$ cat src/rtl/mvm_feeder.sv
// mvm_feeder: walks the (o, h, i) tile loops of one layer pass, reading activation
// and weight words from the buffers and streaming them to the MVM array.
`ifndef MAX_DW
`define MAX_DW 8
`endif
`ifndef Tin
`define Tin 4
`endif
`ifndef Tout
`define Tout 4
`endif
`ifndef log2_Height_max
`define log2_Height_max 8
`endif
`ifndef log2_Width_max
`define log2_Width_max 8
`endif
`ifndef log2_Tin
`define log2_Tin 2
`endif

module mvm_feeder #(
  parameter int DAT_AW = 12,
  parameter int WT_AW  = 12
) (
  input  logic                                    clk,
  input  logic                                    rst_n,
  input  logic                                    start,
  input  logic                                    pause,
  input  logic [`log2_Height_max-1:0]             height,
  input  logic [`log2_Width_max-`log2_Tin-1:0]    Win_div_Tin,
  input  logic [`log2_Width_max-`log2_Tin-1:0]    Wout_div_Tout,
  input  logic [DAT_AW-1:0]                       dat_base,
  input  logic [WT_AW-1:0]                        wt_base,
  output logic                                    dat_rd_en,
  output logic [DAT_AW-1:0]                       dat_rd_addr,
  input  logic [`MAX_DW*`Tin-1:0]                 dat_rd_data,
  output logic                                    wt_rd_en,
  output logic [WT_AW-1:0]                        wt_rd_addr,
  input  logic [`MAX_DW*`Tin*`Tout-1:0]           wt_rd_data,
  output logic                                    dat_vld,
  output logic [`MAX_DW*`Tin-1:0]                 dat,
  output logic                                    wt_vld,
  output logic [`MAX_DW*`Tin*`Tout-1:0]           wt,
  output logic                                    busy,
  output logic                                    done
);

  localparam int HW  = `log2_Height_max;
  localparam int WW  = `log2_Width_max - `log2_Tin;
  localparam int DW  = `MAX_DW * `Tin;
  localparam int WTW = `MAX_DW * `Tin * `Tout;

  typedef enum logic [1:0] {
    IDLE  = 2'd0,
    RUN   = 2'd1,
    DRAIN = 2'd2
  } state_t;

  state_t state, state_nxt;

  logic [HW-1:0]     cfg_h;
  logic [WW-1:0]     cfg_wi;
  logic [WW-1:0]     cfg_wo;
  logic [DAT_AW-1:0] cfg_dat_base;

  logic [HW-1:0]     h_cnt;
  logic [WW-1:0]     i_cnt;
  logic [WW-1:0]     o_cnt;
  logic [DAT_AW-1:0] dat_ptr;
  logic [WT_AW-1:0]  wt_ptr;
  logic [WT_AW-1:0]  wt_row;

  logic              cfg_zero;
  logic              accept;
  logic              beat;
  logic              last_i;
  logic              last_h;
  logic              last_o;
  logic              last_beat;
  logic              done_nxt;

  logic              rd_vld;
  logic [DW-1:0]     dat_hold;
  logic [WTW-1:0]    wt_hold;

  assign cfg_zero  = (height == '0) || (Win_div_Tin == '0) || (Wout_div_Tout == '0);
  assign accept    = (state == IDLE) && start && !cfg_zero;
  assign beat      = (state == RUN) && !pause;
  assign last_i    = (i_cnt == cfg_wi - WW'(1));
  assign last_h    = (h_cnt == cfg_h - HW'(1));
  assign last_o    = (o_cnt == cfg_wo - WW'(1));
  assign last_beat = beat && last_i && last_h && last_o;

  always_ff @(posedge clk or negedge rst_n) begin
    if (!rst_n) begin
      state <= IDLE;
    end else begin
      state <= state_nxt;
    end
  end

  always_comb begin
    state_nxt = state;
    done_nxt  = 1'b0;
    case (state)
      IDLE: begin
        if (start && cfg_zero) begin
          done_nxt = 1'b1;
        end else if (start) begin
          state_nxt = RUN;
        end
      end
      RUN: begin
        if (last_beat) begin
          state_nxt = DRAIN;
        end
      end
      DRAIN: begin
        state_nxt = IDLE;
        done_nxt  = 1'b1;
      end
      default: begin
        state_nxt = IDLE;
      end
    endcase
  end

  // Pointers advance by one per beat; reloads at loop ends replace the
  // h*Wi and o*Wi products of the address formulas.
  always_ff @(posedge clk or negedge rst_n) begin
    if (!rst_n) begin
      cfg_h        <= '0;
      cfg_wi       <= '0;
      cfg_wo       <= '0;
      cfg_dat_base <= '0;
      h_cnt        <= '0;
      i_cnt        <= '0;
      o_cnt        <= '0;
      dat_ptr      <= '0;
      wt_ptr       <= '0;
      wt_row       <= '0;
    end else if (accept) begin
      cfg_h        <= height;
      cfg_wi       <= Win_div_Tin;
      cfg_wo       <= Wout_div_Tout;
      cfg_dat_base <= dat_base;
      h_cnt        <= '0;
      i_cnt        <= '0;
      o_cnt        <= '0;
      dat_ptr      <= dat_base;
      wt_ptr       <= wt_base;
      wt_row       <= wt_base;
    end else if (beat) begin
      if (!last_i) begin
        i_cnt   <= i_cnt + WW'(1);
        dat_ptr <= dat_ptr + DAT_AW'(1);
        wt_ptr  <= wt_ptr + WT_AW'(1);
      end else begin
        i_cnt <= '0;
        if (!last_h) begin
          h_cnt   <= h_cnt + HW'(1);
          dat_ptr <= dat_ptr + DAT_AW'(1);
          wt_ptr  <= wt_row;
        end else begin
          h_cnt   <= '0;
          o_cnt   <= o_cnt + WW'(1);
          dat_ptr <= cfg_dat_base;
          wt_row  <= wt_row + WT_AW'(cfg_wi);
          wt_ptr  <= wt_row + WT_AW'(cfg_wi);
        end
      end
    end
  end

  always_ff @(posedge clk or negedge rst_n) begin
    if (!rst_n) begin
      rd_vld   <= 1'b0;
      done     <= 1'b0;
      dat_hold <= '0;
      wt_hold  <= '0;
    end else begin
      rd_vld <= beat;
      done   <= done_nxt;
      if (rd_vld) begin
        dat_hold <= dat_rd_data;
        wt_hold  <= wt_rd_data;
      end
    end
  end

  // Beat data passes straight through while valid and is held afterwards.
  assign dat         = rd_vld ? dat_rd_data : dat_hold;
  assign wt          = rd_vld ? wt_rd_data  : wt_hold;
  assign dat_vld     = rd_vld;
  assign wt_vld      = rd_vld;
  assign dat_rd_en   = beat;
  assign wt_rd_en    = beat;
  assign dat_rd_addr = dat_ptr;
  assign wt_rd_addr  = wt_ptr;
  assign busy        = (state != IDLE);

endmodule

$ cat config.mk
export PLATFORM = sky130hd
export DESIGN_NAME = mvm_feeder
export DESIGN_NICKNAME = d
export VERILOG_FILES = /design/src/rtl/mvm_feeder.sv
export SDC_FILE = /design/constraint.sdc
export NUM_CORES = 1
export LEC_CHECK = 0
export ABC_AREA = 1
export CORE_AREA = 4 4 166 168
export DETAILED_ROUTE_END_ITERATION = 10
export DIE_AREA = 0 0 170 172
export PLACE_DENSITY = 0.91
export SLEW_MARGIN = 20
export SYNTH_ARGS = -nofsm -noshare
export SYNTH_HDL_FRONTEND = slang
export SYNTH_SLANG_ARGS = --single-unit
$ cat constraint.sdc
create_clock -name clk -period 2.75 [get_ports clk]
set_input_delay 0.4125 -clock clk [delete_from_list [all_inputs] [get_ports clk]]
set_output_delay 0.4125 -clock clk [all_outputs]
set_load 0.01 [all_outputs]
==> results_dict.tcl, run 1 <==
set metrics [dict create \
    ctsHtreeMaxLevel 1 \
    nNetsFinal 1857 \
    crit_arrival_ns 2.30 \
    core_um2 25900 \
    tns_ns 0 \
    drc 0 \
    mostFrequentLayoutCells "clkdlybuf4s50_1, dfrtp_1, nand2_1, mux2_2, inv_1" \
    fmax_mhz 369 \
    start_kind "register" \
    crit_required_ns 2.34 \
    finalCriticalPeriod_ns 2.71 \
    synth-main-ff-cell "dfrtp_1" \
    clock_path_buffers 3 \
    synthCells 1224 \
    initial_utilization_pct 46.5 \
    drtPass1Iterations 6 \
    ir_worst_vdd_mv 0.750 \
    grt_usage_pct 25.8 \
    drv_cap 0 \
    overflow 0 \
    power.density_nw_per_um2 857 \
    yosys.cell_types.count 41 \
    slowest_delay_ns 0.50 \
    crit_family "buffers and inverters" \
    outcome "complete, no violations" \
    cts_tree "built" \
    maxSlewHeadroom_pct 53.6 \
    critPathKind "register to output port" \
    synth_seq_cells 252 \
    p_leak_nw 8.37 \
    buffer_ports.inserted 397 \
    crit_slowest_cell "clkdlybuf4s50_1" \
    finalClockSkew_ns 0.0181 \
    drt_iter0_markers 609 \
    stdcell_count 2005 \
    antenna_found_initial 13 \
    vias 10574 \
    avgSynthCellArea_um2 9.83 \
    syn_nets 1447 \
    end_kind "output port" \
    final_common_cell "clkdlybuf4s50_1" \
    wl_mm 40.1 \
    clk_latency_ns 0.55 \
    detail_route.vias_per_cell 5.27 \
    cp_num_buf_inv 2 \
    grt_max_degree 83 \
    io_pins 398 \
    ys_seq_area_share_pct 52.4 \
    cts-root-buf "clkbuf_16" \
    die_x_um 170 \
    synth_warnings 0 \
    fillers 1800 \
    dieArea_um2 29200 \
    grt_pass1_vias 10763 \
    path_cells "buf_16, mux2_2, clkdlybuf4s50_1" \
    maxSlewViolCount 0 \
    wire_per_inst_um 20.0 \
    grt_pass1_wl_mm 59.5 \
    worst_slew_pin_slew_ns 0.696 \
    cts.sinks 252 \
    rows 59 \
    async_reset_ff_share_pct 100 \
    clkSlewWorstSetupHoldPaths_ns 0.06 \
    dp_hpwl_mm 29.5 \
    syn_to_final_growth_pct 46.8 \
    rsz0062_at_grt "yes" \
    postCtsSetupBuffers 0 \
    cts_made_buffers 28 \
    period_share_pct 98.6 \
    synth-edff-count 0 \
    ant_nets 0 \
    die_h_um 172 \
    path_max_fanout 75 \
    syn-cell-area_um2 12000 \
    drive_gt1_share_pct 16.3 \
    hold_class "input port to register" \
    hold_viol_final 0 \
    setup_violations 0 \
    gp_congestion 0.888 \
    placedCellCount 1937 \
]
## worst reg2reg max path, delay by kind of cell, from the launching register on
family	cells	cell delay (ns)
buffers and inverters	3	0.31
AOI/OAI and AO/OA	1	0.19
and+or+nand+nor	8	1.18
adders and majority gates	1	0.31
DFF	1	0.46
## area by class of cell
| type | count | area, um^2 | share of cell area (%) |
|---|---|---|---|
| diodes | 15 | 37.5 | 0.212 |
| clock buffers | 40 | 857 | 4.85 |
| clock inverters | 11 | 111 | 0.630 |
| inverters | 118 | 443 | 2.51 |
| multi-input cells | 805 | 5050 | 28.6 |
| flip-flops and latches | 252 | 6310 | 35.7 |
| well taps | 335 | 419 | 2.37 |
| repair buffers | 429 | 4450 | 25.2 |
## cell families (layout without fill, tap and decap cells)
kind of cell,Yosys count,count (layout),synth area share (%)
flip-flops,252,252,52.4
XOR/XNOR,49,49,3.63
buffers and inverters,167,598,5.66
AND/OR/NAND/NOR,446,446,15.7
AO/OA/AOI/OAI,135,135,5.99
adder cells (fa/ha/maj),15,15,1.62
other,0,15,0
multiplexers,160,160,15.0
## final timing paths
kind / depth (start not counted) / endpoint / startpoint / slack, ns
min reg2reg: 1 / done / state[0] / 0.47
min: 3 / cfg_dat_base[6] / dat_base[6] / 0.45
max: 3 / wt[99] / dat_vld / 0.04
max reg2reg: 13 / wt_rd_addr[5] / cfg_wi[1] / 0.22
min in group asynchronous: 2 / wt_hold[40] / rst_n / 0.46
max in group asynchronous: 3 / dat_hold[4] / rst_n / 1.38
## power by group
part | internal (mW) | switching (mW)
combinational | 2.81 | 3.08
clock | 2.34 | 1.55
sequential | 4.62 | 0.750
## through the flow
stage | setup WS, ns | cell area [um^2] | util [%] | power, mW | hold WS [ns]
floorplan | 0.711 | 12000 | - | 8.71 | 0.117
global placement | 0.372 | 16500 | 63.6 | 10.9 | 0.433
detailed placement | 0.288 | 16500 | 63.6 | 11.2 | 0.445
CTS | 0.00470 | 17500 | 67.5 | 15.2 | 0.430
global route | -0.0337 | 17700 | 68.2 | 16.1 | 0.477
finish | 0.0396 | 17700 | 68.2 | 15.2 | 0.451
## per-layer routing
| layer | global-route usage [%] | wire [um] | part of all wire [%] | vias to the layer above |
|---|---|---|---|---|
| li1 | - | - | - | 4856 |
| met1 | 29.4 | 14400 | 36 | 5116 |
| met2 | 46.1 | 20600 | 51 | 471 |
| met3 | 5.78 | 3060 | 7.6 | 127 |
| met4 | 12.4 | 2030 | 5.1 | 4 |
| met5 | 0 | 31 | 0.077 | - |
## cell usage after synthesis (all sizes together), types with 2 or more instances
cell type,count,area [um^2]
inv,118,443
xor2,27,244
a21oi,54,270
o22ai,2,12.5
dfrtp,252,6310
nand3,94,480
buf,24,145
nor2,97,379
mux2,160,1800
a31oi,2,12.5
nand4,9,62.6
nor3,9,45.0
xnor2,22,193
o21bai,7,52.6
o21ai,66,338
or2,6,37.5
nand2,228,871
ha,14,175
clkbuf,25,93.8
## registers in the layout (all words and copies together) (netlist names)
name and flops:
cfg_dat_base 12, wt_rd_addr 12, wt_hold 128, h_cnt 8, dat_vld 1, state 2
o_cnt 6, cfg_h 8, done 1, dat_hold 32, i_cnt 6, cfg_wo 6
cfg_wi 6, wt_row 12, dat_rd_addr 12
## what timing repair did
action                                  CTS  global route
gates resized for setup                   5            53
endpoints found under the setup margin   30            64
cloned                                    1             0
hold buffers                              1             0
endpoints found under the hold margin    75             0
Power figures use the tool's default switching activity.
==> run 2: changes to the inputs <==
--- a/config.mk
+++ b/config.mk
@@ -9,6 +9,7 @@
 export CORE_AREA = 4 4 166 168
 export DETAILED_ROUTE_END_ITERATION = 10
 export DIE_AREA = 0 0 170 172
+export MAX_ROUTING_LAYER = met4
 export PLACE_DENSITY = 0.91
 export SLEW_MARGIN = 20
 export SYNTH_ARGS = -nofsm -noshare
==> run 2 against run 1 <==
Effect of this change: design area barely moved; sequential power is essentially flat; non-clock buffer count grew 6; first-iteration DRC count is 22% higher; global-route usage rose by 0.79 points; via count grew 1.7%; critical path depth grew 1; setup slack better by 0.031 ns; clock power grew 5.9%; cell count grew 0.35%; die area unchanged; combinational power grew 2%; critical endpoint is now wt[32]; largest power group unchanged.
==> results_dict.tcl, run 2 (synthesis gave the netlist of run 1 again) <==
set metrics [dict create \
    wire_per_inst_um 20.4 \
    fmax_mhz 373 \
    maxSlewHeadroom_pct 44.3 \
    pre_cts_slack_ns 0.326 \
    hold_start "dat_base[11]" \
    ctsHtreeMaxLevel 1 \
    start_kind "register" \
    grt_pass1_wl_mm 60.1 \
    hold_class "input port to register" \
    dpl_cell_area_um2 16500 \
    placedCellCount 1940 \
    crit_start "dat_vld" \
    p_leak_nw 7.99 \
    critPathKind "register to output port" \
    end_kind "output port" \
    drt_iter0_markers 745 \
    ant_nets 0 \
    antenna_found_initial 11 \
    grt_usage_pct 26.6 \
    tns_ns 0 \
    multi_input_area_um2 5050 \
    top_regs "wt_hold: 128 flops, dat_hold: 32 flops" \
    cts.sinks 252 \
    die_h_um 172 \
    buffer_ports.inserted 397 \
    power.density_nw_per_um2 878 \
    drc 0 \
    crit_slowest_cell "clkdlybuf4s50_1" \
    grt_max_degree 102 \
    io_pins 398 \
    dieArea_um2 29200 \
    syn_to_final_growth_pct 46.8 \
    finalCriticalPeriod_ns 2.68 \
    drv_cap 0 \
    slowest_delay_ns 0.59 \
    cts_tree "built" \
    detail_route.vias_per_cell 5.35 \
    mostFrequentLayoutCells "clkdlybuf4s50_1, dfrtp_1, nand2_1, mux2_2, inv_1" \
    worst_slew_pin_slew_ns 0.835 \
    vias 10755 \
    wl_mm 41.1 \
    clkSlewWorstSetupHoldPaths_ns 0.06 \
    gp_congestion 0.911 \
    path_cells "buf_4, clkbuf_16, mux2_2, clkdlybuf4s50_1" \
    initial_utilization_pct 46.5 \
    outcome "complete, no violations" \
    stdcell_count 2012 \
    r2r-end "h_cnt[3]" \
    crit_arrival_ns 2.27 \
    seqCellArea_um2 6310 \
    r2r_slack_ns 0.39 \
    hold_viol_final 0 \
    nNetsFinal 1863 \
    final_common_cell "clkdlybuf4s50_1" \
    reg2regPathDepth 15 \
    die_x_um 170 \
    dp_hpwl_mm 29.0 \
    maxSlewViolCount 0 \
    rr_startpoint "cfg_wi[1]" \
    fin_area_um2 17700 \
    clk_latency_ns 0.54 \
    drive_gt1_share_pct 16.4 \
    period_share_pct 97.4 \
    largest_register_ff_count 128 \
    setup_violations 0 \
    path_max_fanout 22 \
    fillers 1803 \
    drtPass1Iterations 7 \
    rows 59 \
    crit_required_ns 2.34 \
    fin_util_pct 68.2 \
    top_register "wt_hold" \
    overflow 0 \
    setup_ws_ns 0.0708 \
    cp-endpoint "wt[32]" \
    core_um2 25900 \
    cts_made_buffers 28 \
    grt_pass1_vias 10842 \
    clock_path_buffers 3 \
    finalClockSkew_ns 0.0231 \
    ir_worst_vdd_mv 0.767 \
    cts-root-buf "clkbuf_16" \
]
## run 2: routing by layer
metal | vias up | GRT usage (%) | share of wire [%]
li1 | 4854 | - | -
met4 | 0 | 10.8 | 4.1
met2 | 521 | 46.5 | 52
met5 | - | - | 0
met1 | 5267 | 29.4 | 35
met3 | 113 | 6.29 | 8.4
## run 2: timing repair
action / 4_1_cts / 5_1_grt
cloned: 0 / 2
setup buffers: 0 / 2
setup endpoints to repair: 20 / 53
gates resized for setup: 12 / 5
hold buffers: 1 / 0
hold endpoints to repair: 91 / 0
## run 2: how the worst min path moves through the flow
stage	slack, ns	endpoint	depth (start not counted)
after floorplan	0.12	cfg_dat_base[0]	0
after global placement	0.43	done	1
after detailed placement	0.46	done	1
after CTS	0.44	cfg_dat_base[11]	3
after global routing	0.44	cfg_wo[4]	3
final	0.45	cfg_dat_base[11]	3
## run 2: cell type report
class / count / share of cell area (%)
sequential: 252 / 35.7
multi-input combinational: 805 / 28.6
timing repair buffer: 435 / 24.9
clock buffer: 36 / 4.37
inverter: 118 / 2.51
tap: 335 / 2.37
clock inverter: 16 / 1.37
antenna: 15 / 0.212
## run 2: critical path, delay by kind of cell (launching register included)
family	cells	cell delay [ns]
buffers and inverters	3	0.95
flip-flops	1	0.54
multiplexers	1	0.26
## run 2: per-stage QoR
| stage | hold WS [ns] | power (mW) |
|---|---|---|
| after detailed placement | 0.457 | 11.2 |
| after floorplan | 0.117 | 8.71 |
| after global placement | 0.433 | 11.0 |
| final | 0.451 | 15.5 |
| after CTS | 0.437 | 15.4 |
| after global routing | 0.443 | 16.4 |
## run 2: where the power goes
part           internal, mW  total (mW)  switching (mW)  leakage [nW]
Combinational          2.84        6.00            3.16          4.52
Clock                  2.55        4.13            1.58         0.495
Sequential             4.62        5.38           0.764          2.97
Total                  10.0        15.5            5.50          7.99
